### src/rtl/fib_bcd_conv.sv
// fib_bcd_conv: iterative double-dabble binary-to-BCD converter; optional blank_o via FIB_BCD_BLANK_EN
module fib_bcd_conv #(
    parameter int BIN_WIDTH = 20,
    parameter int DIGITS    = 7
) (
    input  logic                   clk_i,
    input  logic                   rst_i,
    input  logic                   start_i,
    input  logic [BIN_WIDTH-1:0]   bin_i,
    output logic                   ready_o,
    output logic                   done_tick_o,
    output logic [4*DIGITS-1:0]    bcd_o
`ifdef FIB_BCD_BLANK_EN
    ,
    output logic [DIGITS-1:0]      blank_o
`endif
);
    localparam int CW = $clog2(BIN_WIDTH);
    typedef enum logic [1:0] {IDLE, OP, DONE} state_t;
    state_t state, state_nxt;
    logic [BIN_WIDTH-1:0] shreg;
    logic [4*DIGITS-1:0] acc, acc_nxt;
    logic [CW-1:0] cnt;
    logic [3:0] d;
    logic cin;
    // state register
    always_ff @(posedge clk_i)
        state <= !rst_i ? IDLE : state_nxt;
    // next-state logic
    always_comb
        state_nxt = (state == IDLE) ? (start_i ? OP : IDLE) :
                    (state == OP)   ? (cnt == '0 ? DONE : OP) : IDLE;
    // outputs decoded from state
    always_comb begin
        ready_o     = state == IDLE;
        done_tick_o = state == DONE;
    end
    // add-3 on every digit >=5, then shift {acc, shreg} left by one
    always_comb begin
        acc_nxt = '0;
        d       = '0;
        cin     = shreg[BIN_WIDTH-1];
        for (int k = 0; k < DIGITS; k++) begin
            d = acc[4*k +: 4];
            d = (d >= 4'd5) ? d + 4'd3 : d;
            acc_nxt[4*k +: 4] = {d[2:0], cin};
            cin = d[3];
        end
    end
    // datapath: load on accepted start, iterate in OP, publish result on last shift
    always_ff @(posedge clk_i) begin
        if (!rst_i) begin
            shreg <= '0;
            acc   <= '0;
            cnt   <= '0;
            bcd_o <= '0;
        end else if (state == IDLE && start_i) begin
            shreg <= bin_i;
            acc   <= '0;
            cnt   <= CW'(BIN_WIDTH-1);
        end else if (state == OP) begin
            shreg <= {shreg[BIN_WIDTH-2:0], 1'b0};
            acc   <= acc_nxt;
            cnt   <= cnt - CW'(1);
            if (cnt == '0)
                bcd_o <= acc_nxt;
        end
    end
`ifdef FIB_BCD_BLANK_EN
    logic [DIGITS-1:0] blank_nxt;
    logic zero_above;
    // leading-zero blanking: digit k blank when it and all higher digits are zero; digit 0 never blank
    always_comb begin
        blank_nxt  = '0;
        zero_above = 1'b1;
        for (int k = DIGITS-1; k >= 1; k--) begin
            zero_above   = zero_above & (acc_nxt[4*k +: 4] == 4'd0);
            blank_nxt[k] = zero_above;
        end
    end
    // blanking mask updates together with bcd_o
    always_ff @(posedge clk_i) begin
        if (!rst_i)
            blank_o <= '0;
        else if (state == OP && cnt == '0)
            blank_o <= blank_nxt;
    end
`endif
endmodule

### config.mk
export PLATFORM = sky130hd
export DESIGN_NAME = fib_bcd_conv
export DESIGN_NICKNAME = d
export VERILOG_FILES = /design/src/rtl/fib_bcd_conv.sv
export SDC_FILE = /design/constraint.sdc
export NUM_CORES = 1
export LEC_CHECK = 0
export BUFFER_PORTS_ARGS = -buffer_cell sky130_fd_sc_hd__buf_2
export CORE_ASPECT_RATIO = 1.25
export CORE_MARGIN = 8
export CORE_UTILIZATION = 61
export CTS_CLUSTER_SIZE = 20
export DETAILED_ROUTE_END_ITERATION = 10
export PLACE_DENSITY = 0.89
export SYNTH_ARGS = -nofsm -noshare
export SYNTH_HDL_FRONTEND = slang
export SYNTH_SLANG_ARGS = --single-unit
### constraint.sdc
create_clock -name clk_i -period 5.1 [get_ports clk_i]
set_clock_uncertainty 0.05 [all_clocks]
set_input_delay 0.255 -clock clk_i [delete_from_list [all_inputs] [get_ports clk_i]]
set_output_delay 0.255 -clock clk_i [all_outputs]
set_load 0.02 [all_outputs]
Word-level counts from Yosys, hierarchy flattened
Cells that the tools add are included.
{"block": "word_totals", "reg_bits": 83, "latchBits": 0, "ram_bits": 0, "rom_bits": 0, "input_bits": 23, "output_inout_bits": 30, "word_cells": 46, "mem_count": 0}
{"block": "op_classes", "addsub": 8, "multipliers": 0, "n_div": 0, "order_cmp": 7, "eq_ne": 2, "shift": 0, "mux": 15, "bitwise_logic": 2, "n_reduce_logical": 6}
{"cell": "$mux W20", "count": 2}
{"cell": "$ge A4 B3 Y1 const B", "count": 7}
{"cell": "$add A4 B2 Y4 const B", "count": 6}
{"cell": "$mux W4", "count": 6}
{"cell": "$mux W5", "count": 2}
{"cell": "$mux W2", "count": 3}
{"cell": "$logic_not A5 Y1", "count": 1}
{"cell": "$sub A5 B1 Y5 const B", "count": 1}
{"cell": "$add A3 B2 Y3 const B", "count": 1}
{"cell": "$mux W3", "count": 1}
{"cell": "$reduce_and A3 Y1", "count": 1}
{"cell": "$eq A2 B1 Y1 const B", "count": 1}
{"cell": "$eq A2 B2 Y1 const B", "count": 1}
{"cell": "$logic_not A2 Y1", "count": 1}
{"cell": "$not A1 Y1", "count": 2}
{"cell": "$reduce_bool A2 Y1", "count": 1}
{"cell": "$reduce_or A2 Y1", "count": 1}
{"cell": "$logic_and A1 B1 Y1", "count": 1}
{"cell": "$mux W1", "count": 1}

Longest topological paths before layout
Gate-level depths: netlist of run 1.
{"block": "logic_depth", "word_depth": 4, "depth_mapped": 7, "ltp_nobuf": 6}

Worst setup path before layout of run 1
No wires, ideal clock.
{"block": "synth_timing", "path_kind": "reg-to-reg", "start": "register cnt[0]", "end": "register bcd_o[27]", "setup_time_ps": 116, "arrival_time_ps": 1533, "t_required_ps": 4934, "path_slack_ps": 3400, "path_stages_with_launch": 8, "path_buffers": 1, "period_less_slack_ps": 1700, "cell_sequence": "dfxtp_1 inv_1 ha_1 or3b_1 nor3_4 buf_2 nand3_1 o211a_1"}
{"block": "synth_via", "elab_chain_len": 2}
{"element": "from (decl)", "line_no": "23", "source": "logic [CW-1:0] cnt;"}
{"element": "from (signal assigned)", "line_no": "60", "source": "cnt <= CW'(BIN_WIDTH-1);"}
{"element": "from (signal assigned)", "line_no": "64", "source": "cnt <= cnt - CW'(1);"}
{"element": "$logic_not A5 Y1", "line_no": "65", "source": "if (cnt == '0)"}
{"element": "$reduce_and A3 Y1 (no source line)"}
{"element": "to (signal assigned)", "line_no": "66", "source": "bcd_o <= acc_nxt;"}
{"element": "to (decl)", "line_no": "12", "source": "output logic [4*DIGITS-1:0] bcd_o"}
No other way between the ends.
A chain may end at the register's enable or synchronous reset.

Final worst setup path of run 1
{"block": "layout_timing", "start": "register state[1]", "end": "register bcd_o[1]"}
{"block": "layout_via", "elab_chain_len": 4, "word_cells_on_any_way": 5, "cone_classes": "1 x eq/ne; 1 x bitwise; 3 x reduce/logical"}
{"element": "from (decl)", "line_no": "20", "source": "state_t state, state_nxt;"}
{"element": "from (signal assigned)", "line_no": "28", "source": "state <= !rst_i ? IDLE : state_nxt;"}
{"element": "$logic_not A2 Y1", "line_no": "57", "source": "end else if (state == IDLE && start_i) begin"}
{"element": "$logic_and A1 B1 Y1", "line_no": "57"}
{"element": "$not A1 Y1 (no source line)"}
{"element": "$reduce_and A3 Y1 (no source line) (*)"}
Every way passes the cells marked *; elsewhere a longest branch is shown, timed or not.

==> out/results.tsv, run 1 <==
metric	value	unit
outcome	finished clean	
worstRegToRegCells	5	
cts_buffers	9	
synth_top_area_share	45.6	%
crit_slowest_cell	nor3_4	
finalCritPeriodShare	55.1	%
core	0.00578	mm2
grt.total_usage	19.1	%
critPathKind	flip-flop to flip-flop	
slew_headroom	28.3	%
row_count	31	
finalSetupViolations	0	
die_y	102	um
num_antenna_cells	0	
setup_tns	0	ns
post-route-drc-count	0	
slew_viol_final	0	
crit_chain	nand2b_1, nor3_4, buf_4, nand2_2, o22ai_1	
areaGrowthSynthToFinish	11.6	%
required	5.31	ns
dpl.hpwl	5.47	mm
die_area	0.00872	mm2
dpl.cell_count	510	
max_freq	356	MHz
ys_seq_area_share	45.6	%
synthesis.area	0.00364	mm2
cts_setup_buffers	0	
yosysMostFrequentCell	dfxtp_1	
hold_path_class	primary input to flip-flop	
leakagePower	0.00161	uW
worstSkewPairLatency	0.34	ns
syn_inst	415	
cts_tree	yes	
drv_cap	0	
nNetsFinal	493	
vias	3090	
cp_num_buf_inv	1	
fill_cells	452	
rr_startpoint	state[1]	
cts.reportedPaths.clkPinSlew	0.07	ns
startpoint_type	flip-flop	
port_buffers	52	
cp-startpoint	state[1]	
syn_nets	453	
syn_avg_cell_area	8.78	um2
min_to	shreg[0]	
clock_path_buffers	2	
avgRoutedWirePerCell	15.2	um
synth_common_cells	dfxtp_1, nand2_1, a21oi_1, o22ai_1, o21ai_0	
crit_family	simple AND/OR/NAND/NOR gates	
hold_viol_final	0	
ff2ff_setup_slack	2.29	ns
clock-sinks	83	
grt_start_max_net_pins	56	
cts_resized	0	
clockRootBuffer	clkbuf_8	
irDropWorstVdd	0.000211	V
synth_top_area_cell	dfxtp_1	
synth_top_flop_cell	dfxtp_1	
grt_pass1_wl	13.4	mm
start_util	63.1	%
endpoint_kind	flip-flop	
synth_edf_count	0	
min_period	2.81	ns
r2r-end	bcd_o[1]	
ys_top_cells_by_area	dfxtp_1, nand2_1, ha_1	
die_x	85.1	um
async_reset_ff_share	0	%
yosysWarnings	0	
cts_hold_buf	0	
holdCritStartpoint	bin_i[0]	
crit_arrival	3.02	ns
htree_levels	3	
rsz0062_at_grt	no	
synth-seq-cells	83	
gp_congestion	0.803	
critPathMaxFanout	28	
cellPowerDensity	317	mW/mm2
tightest_slew	1.08	ns
layout-drive-gt1-share	17.4	%
cp_slowest_stage_delay	0.72	ns
antenna_left	0	
num_io_pins	53	
antenna_found_initial	0	
drt_iter0_markers	217	
stdcell_count	525	
grt_pass1_vias	3097	
grt_overflow	0	
hold_depth	3	
drtPass1Iterations	5	
via_per_inst	5.89	
synth_cell_types	32	
wl	8.00	mm
## how the worst max path moves through the flow
| stage | cells past startpoint | endpoint | slack (ns) |
|---|---|---|---|
| 4_1_cts | 5 | bcd_o[18] | 2.29 |
| 2_1_floorplan | 7 | bcd_o[27] | 3.40 |
| 3_3_place_gp | 5 | bcd_o[5] | 2.44 |
| 6_report | 5 | bcd_o[1] | 2.29 |
| 3_5_place_dp | 5 | bcd_o[18] | 2.32 |
| 5_1_grt | 5 | bcd_o[17] | 2.01 |
## state kept, by name, summed over array words and instances (netlist names)
signal  count
cnt         5
state       2
acc        28
bcd_o      28
shreg      20
## layout by cell type, fill, tap and decap left out, types with 15 or more instances in the layout
cell type / instances
buf_2: 52
ha_1: 15
a21oi_1: 33
o22ai_1: 28
nand2_1: 62
inv_1: 17
o21ai_0: 21
a21boi_0: 19
nor2_1: 16
a22oi_1: 19
dfxtp_1: 83
## tightest hold or removal path, delay by kind of cell
family                 cells  cell delay [ns]
AOI/OAI and AO/OA          1             0.06
buffers and inverters      1             0.10
and+or+nand+nor            1             0.05
## routing by layer
layer	global-route usage, %	wire, um
met2	34.8	4010
met1	19.9	3330
met5	0	0
met4	7.69	85
met3	5.95	574
## layout make-up
class                      count  area [um2]  share of cell area (%)
clock buffer                  12         145                    3.57
clock inverter                 3        15.0                   0.369
inverter                      17        63.8                    1.57
multi-input combinational    289        1820                    44.7
sequential                    83        1660                    40.8
tap                           66        82.6                    2.03
timing repair buffer          55         283                    6.95
## cell families after synthesis
| kind of cell | count (synthesis) | share of synthesized area, % |
|---|---|---|
| adders and majority gates | 15 | 5.15 |
| AOI/OAI and AO/OA | 139 | 24.5 |
| xor gates and xnor gates | 10 | 2.40 |
| buffers and inverters | 43 | 4.77 |
| muxes | 8 | 2.44 |
| DFF | 83 | 45.6 |
| and+or+nand+nor | 117 | 15.2 |
## per-stage QoR
step	hold WS (ns)	total power, uW	setup slack [ns]	cell area [um2]	utilization, %
2_1_floorplan	0.350	855	3.40	3640	-
3_3_place_gp	0.393	896	2.44	3910	67.6
3_5_place_dp	0.405	906	2.32	3910	67.6
4_1_cts	0.110	1300	2.29	4070	70.4
5_1_grt	0.121	1350	2.01	4070	70.4
6_report	0.122	1290	2.29	4070	70.4
## power breakdown
group          leakage (uW)  total, uW  internal (uW)  switching (uW)
Sequential         0.000675        704            681            22.3
Clock             0.0000860        397            185             211
Combinational      0.000854        189           67.9             121
(Power assumes the default switching activity.)
==> run 2, diff against run 1 <==
CORE_UTILIZATION = 51   (was 61)
PLACE_DENSITY = 0.8   (was 0.89)
clock period = 2.5 ns   (was 5.1 ns; I/O delays follow)
==> run 2 against run 1 <==
- register-to-register slack worse by 1.7 ns
- wire length rose by 1.5%
- non-clock buffer count up 9
- flip-flop and latch count unchanged
- sequential power up 100%
- clock-buffer cell count is 1 lower
- worst hold slack got worse by 0.094 ns
- via count grew 1.5%
- critical path type unchanged
==> out/results.tsv, run 2 (synthesis results as in run 1) <==
metric	value	unit	change
grt.total_usage	16.6	%	was 19.1%
crit_arrival	2.10	ns	was 3.02 ns
dpl-instance-area	0.00400	mm2	was 0.00391 mm2
hold_viol_final	0		unchanged
grt_start_max_net_pins	26		was 56
die_x	91.6	um	was 85.1 um
slew_viol_final	0		unchanged
holdWs	0.0272	ns	was 0.122 ns
gp_congestion	0.763		was 0.803
cts_setup_buffers	0		unchanged
avgRoutedWirePerCell	14.5	um	was 15.2 um
nNetsFinal	502		was 493
finalSetupViolations	0		unchanged
die_area	0.0101	mm2	was 0.00872 mm2
cts_tree	yes		unchanged
clock-sinks	83		unchanged
rsz0062_at_grt	no		unchanged
start_util	52.6	%	was 63.1%
grt_pass1_wl	14.2	mm	was 13.4 mm
endpoint_kind	flip-flop		unchanged
fin_area	0.00422	mm2	was 0.00407 mm2
wl	8.12	mm	was 8.00 mm
crit_slowest_cell	or3b_1		was nor3_4
die_y	111	um	was 102 um
antenna_left	0		unchanged
post-route-drc-count	0		unchanged
via_per_inst	5.61		was 5.89
required	2.70	ns	was 5.31 ns
max_freq	526	MHz	was 356 MHz
irDropWorstVdd	0.000344	V	was 0.000211 V
clockRootBuffer	clkbuf_8		unchanged
vias	3137		was 3090
min_period	1.90	ns	was 2.81 ns
final_cell_mix	dfxtp_1, nand2_1, buf_2		unchanged
drv_cap	0		unchanged
dpl.hpwl	5.74	mm	was 5.47 mm
crit_chain	inv_1, ha_1, or3b_1, nor3_4, buf_4, nand3_1, o211a_1		was nand2b_1, nor3_4, buf_4, nand2_2, o22ai_1
critPathMaxFanout	24		was 28
grt_pass1_vias	3144		was 3097
antenna_found_initial	0		unchanged
num_antenna_cells	0		unchanged
htree_levels	3		unchanged
slew_headroom	50.1	%	was 28.3%
largestRegisters	acc: 28 flops, bcd_o: 28 flops, shreg: 20 flops		unchanged
port_buffers	52		unchanged
row_count	34		was 31
hold_path_class	primary input to flip-flop		unchanged
cts_buffers	9		unchanged
cp_slowest_stage_delay	0.42	ns	was 0.72 ns
cellPowerDensity	672	mW/mm2	was 317 mW/mm2
fill_cells	623		was 452
leakagePower	0.00167	uW	was 0.00161 uW
cts.reportedPaths.clkPinSlew	0.09	ns	was 0.07 ns
finalCritPeriodShare	76.0	%	was 55.1%
layout-drive-gt1-share	19.4	%	was 17.4%
core	0.00693	mm2	was 0.00578 mm2
ff2ff_setup_slack	0.60	ns	was 2.29 ns
startpoint_type	flip-flop		unchanged
critPathKind	flip-flop to flip-flop		unchanged
setup_tns	0	ns	unchanged
outcome	finished clean		unchanged
drtPass1Iterations	4		was 5
grt_overflow	0		unchanged
num_io_pins	53		unchanged
final_common_cell	dfxtp_1		unchanged
clock_path_buffers	2		unchanged
final_core_util	60.9	%	was 70.4%
areaGrowthSynthToFinish	15.8	%	was 11.6%
tightest_slew	0.748	ns	was 1.08 ns
worstSkewPairLatency	0.35	ns	was 0.34 ns
drt_iter0_markers	180		was 217
[run 2: stage by stage]
stage / cells / total power [uW] / worst slack (ns)
CTS: 559 / 2860 / 0.583
finish: 559 / 2840 / 0.599
global route: 559 / 2980 / 0.434
detailed placement: 542 / 1870 / 0.587
global placement: 542 / 1850 / 0.691
floorplan: 415 / 1740 / 0.800
[run 2: worst paths after layout]
kind	from	to	cells past startpoint
worst max-delay path	cnt[0]	bcd_o[27]	7
worst min-delay path	bin_i[10]	shreg[10]	3
worst min register to register	shreg[15]	shreg[15]	2
worst max register to register	cnt[0]	bcd_o[27]	7
[run 2: metal layers]
| metal | vias to the layer above | share of wire [%] | GRT usage [%] |
|---|---|---|---|
| met1 | 1494 | 45 | 18.6 |
| li1 | 1557 | - | - |
| met3 | 12 | 5.6 | 5.76 |
| met5 | - | 0 | 0 |
| met2 | 74 | 48 | 27.7 |
| met4 | 0 | 1.5 | 6.79 |
[run 2: worst max-delay path: cells and delay by family (launching register included)]
family | cells | cell delay [ns]
adder cells (fa/ha/maj) | 1 | 0.15
AO/OA/AOI/OAI | 1 | 0.14
buffers and inverters | 2 | 0.38
flip-flops | 1 | 0.34
AND/OR/NAND/NOR | 3 | 0.75
[run 2: final cells by class]
type                       instances  area, um2  share of cell area, %
clock buffer                      11        151                   3.59
clock inverter                     5       61.3                   1.45
inverter                          17       63.8                   1.51
multi-input combinational        289       1820                   43.0
sequential                        83       1660                   39.4
tap                               90        113                   2.67
timing repair buffer              64        353                   8.36
[run 2: power breakdown]
group / leakage, uW / internal [uW] / total [uW] / switching, uW
logic: 0.000896 / 151 / 404 / 253
registers: 0.000675 / 1390 / 1430 / 43.7
clock network: 0.0000978 / 517 / 1000 / 483
total: 0.00167 / 2060 / 2840 / 779
[run 2: repair_timing]
action,in CTS,in global routing
gates resized for setup,0,0
endpoints found under the hold margin,1,0
hold buffers,1,0
==> run 3, diff against run 2 <==
clock period = 1.59 ns   (was 2.5 ns; I/O delays follow)
==> run 3 against run 2 <==
- the flow now finishes with violations (hold timing, setup timing)
- largest cell class unchanged
- utilization rose by 10 points
- critical path depth grew 1
- largest power group unchanged
- clock-buffer cell count is 1 higher
- critical path type unchanged
==> out/results.tsv, run 3 (synthesis results as in run 1) <==
metric	value	unit	change
endpoint_kind	flip-flop		unchanged
cts_buffers	9		unchanged
worstSkewPairLatency	0.35	ns	about the same
outcome	finished, violations left		was finished clean
hold_depth	3		unchanged
cellPowerDensity	971	mW/mm2	was 672 mW/mm2
vias	3450		was 3137
critPathMaxFanout	6		was 24
num_antenna_cells	0		unchanged
htree_levels	3		unchanged
crit_arrival	1.92	ns	was 2.10 ns
fin_area	0.00493	mm2	was 0.00422 mm2
violations	hold timing, setup timing		
min_period	1.72	ns	was 1.90 ns
clock-sinks	83		unchanged
layout-drive-gt1-share	34.5	%	was 19.4%
port_buffers	52		unchanged
drt_iter0_markers	164		was 180
via_per_inst	5.75		was 5.61
die_area	0.0101	mm2	unchanged
cp.depth	8		was 7
tightest_slew	0.449	ns	was 0.748 ns
wl	9.84	mm	was 8.12 mm
worstRegToRegCells	8		was 7
row_count	34		unchanged
fill_cells	481		was 623
dpl-instance-area	0.00418	mm2	was 0.00400 mm2
die_y	111	um	unchanged
dpl.cell_count	561		was 542
required	1.79	ns	was 2.70 ns
cp_slowest_stage_delay	0.38	ns	was 0.42 ns
cp_num_buf_inv	3		was 2
gp_congestion	0.797		was 0.763
areaGrowthSynthToFinish	35.4	%	was 15.8%
setup_tns	-2.63	ns	was 0 ns
final_common_cell	dfxtp_1		unchanged
grt_start_max_net_pins	26		unchanged
grt_pass1_vias	3414		was 3144
holdWs	-0.00342	ns	was 0.0272 ns
multiInputGateArea	0.00207	mm2	was 0.00182 mm2
irDropWorstVdd	0.000645	V	was 0.000344 V
cts_tree	yes		unchanged
max_freq	582	MHz	was 526 MHz
finalSetupViolations	27		was 0
die_x	91.6	um	unchanged
rsz0062_at_grt	yes		was no
avgRoutedWirePerCell	16.4	um	was 14.5 um
grt.total_usage	18.4	%	was 16.6%
num_io_pins	53		unchanged
final_core_util	71.1	%	was 60.9%
leakagePower	0.00197	uW	was 0.00167 uW
largestRegisters	acc: 28 flops, bcd_o: 28 flops, shreg: 20 flops		unchanged
slew_headroom	70.0	%	was 50.1%
grt_pass1_wl	15.6	mm	was 14.2 mm
clock_path_buffers	2		unchanged
crit_chain	inv_2, ha_4, or3b_4, nor3_4, buf_6, buf_8, nand2_1, o211a_1		was inv_1, ha_1, or3b_1, nor3_4, buf_4, nand3_1, o211a_1
post-route-drc-count	0		unchanged
ff2ff_setup_slack	-0.13	ns	was 0.60 ns
drtPass1Iterations	4		unchanged
antenna_left	0		unchanged
nNetsFinal	543		was 502
final_cell_mix	dfxtp_1, nand2_1, buf_2		unchanged
finalCritPeriodShare	108	%	was 76.0%
cts.reportedPaths.clkPinSlew	0.08	ns	was 0.09 ns
core	0.00693	mm2	unchanged
critPathKind	flip-flop to flip-flop		unchanged
hold_path_class	primary input to flip-flop		unchanged
grt_overflow	0		unchanged
hold_viol_final	1		was 0
seq_area	0.00168	mm2	was 0.00166 mm2
crit_slowest_cell	or3b_4		was or3b_1
crit_family	simple AND/OR/NAND/NOR gates		unchanged
slew_viol_final	0		unchanged
stdcell_count	600		was 559
start_util	52.6	%	unchanged
startpoint_type	flip-flop		unchanged
antenna_found_initial	0		unchanged
drv_cap	0		unchanged
dpl.hpwl	5.87	mm	was 5.74 mm
clockRootBuffer	clkbuf_8		unchanged
worst_slack	-0.128	ns	was 0.599 ns
==> run 3: cell count changes in the layout (fill, tap and decap cells not counted), moves of 10 or more <==
cell / change
dfxtp_1: -12
buf_4: +17
o22ai_1: -10
dlygate4sd3_1: +12
a21oi_1: -10
a21oi_2: +10
o22ai_2: +10
dfxtp_2: +12
==> run 3: repair_timing <==
item | 4_1_cts | 5_1_grt
endpoints found under the setup margin | 37 | 70
resized for setup | 27 | 58
hold buffers | 13 | 0
cloned | 0 | 2
pin swaps | 3 | 13
hold endpoints to repair | 13 | 0
buffers inserted | 5 | 4
==> run 3: worst reg2reg max path: cells and delay by family, from the launching register on <==
family	cells	cell delay [ns]
AO/OA/AOI/OAI	1	0.12
adder cells (fa/ha/maj)	1	0.12
flip-flops	1	0.33
buffers and inverters	3	0.40
AND/OR/NAND/NOR	3	0.59
==> run 3: final cells by class <==
cell class,instances,area share [%]
Clock buffer,12,2.74
Clock inverter,4,1.52
Inverter,17,1.29
Multi-Input combinational cell,289,42.0
Sequential cell,83,34.0
Tap cell,90,2.28
Timing Repair Buffer,105,16.2
==> run 3: power by group <==
part	internal, uW	total [uW]	switching [uW]	leakage (uW)
combinational	402	884	482	0.00120
clock	887	1640	754	0.0000968
sequential	2190	2260	75.9	0.000680
total	3480	4790	1310	0.00197
==> run 3: per-stage QoR <==
| stage | setup WS (ns) | power [uW] |
|---|---|---|
| 6_report | -0.128 | 4790 |
| 5_1_grt | -0.206 | 4980 |
| 4_1_cts | -0.203 | 4690 |
| 3_5_place_dp | -0.234 | 3000 |
| 3_3_place_gp | -0.131 | 2970 |
| 2_1_floorplan | -0.0820 | 2750 |
==> run 3: path summary, 6_finish.rpt <==
kind,from,end
worst min-delay path,bin_i[4],shreg[4]
worst min register to register,shreg[10],shreg[10]
worst max register to register,cnt[0],bcd_o[15]
worst max-delay path,cnt[0],bcd_o[15]
==> run 3: routing by layer <==
metal  vias up  wire [um]  global-route usage (%)
li1       1646          -                       -
met1      1666       4150                    21.2
met2       114       4930                    31.2
met3        24        532                    4.34
met4         0        229                    8.21
met5         -          0                       0
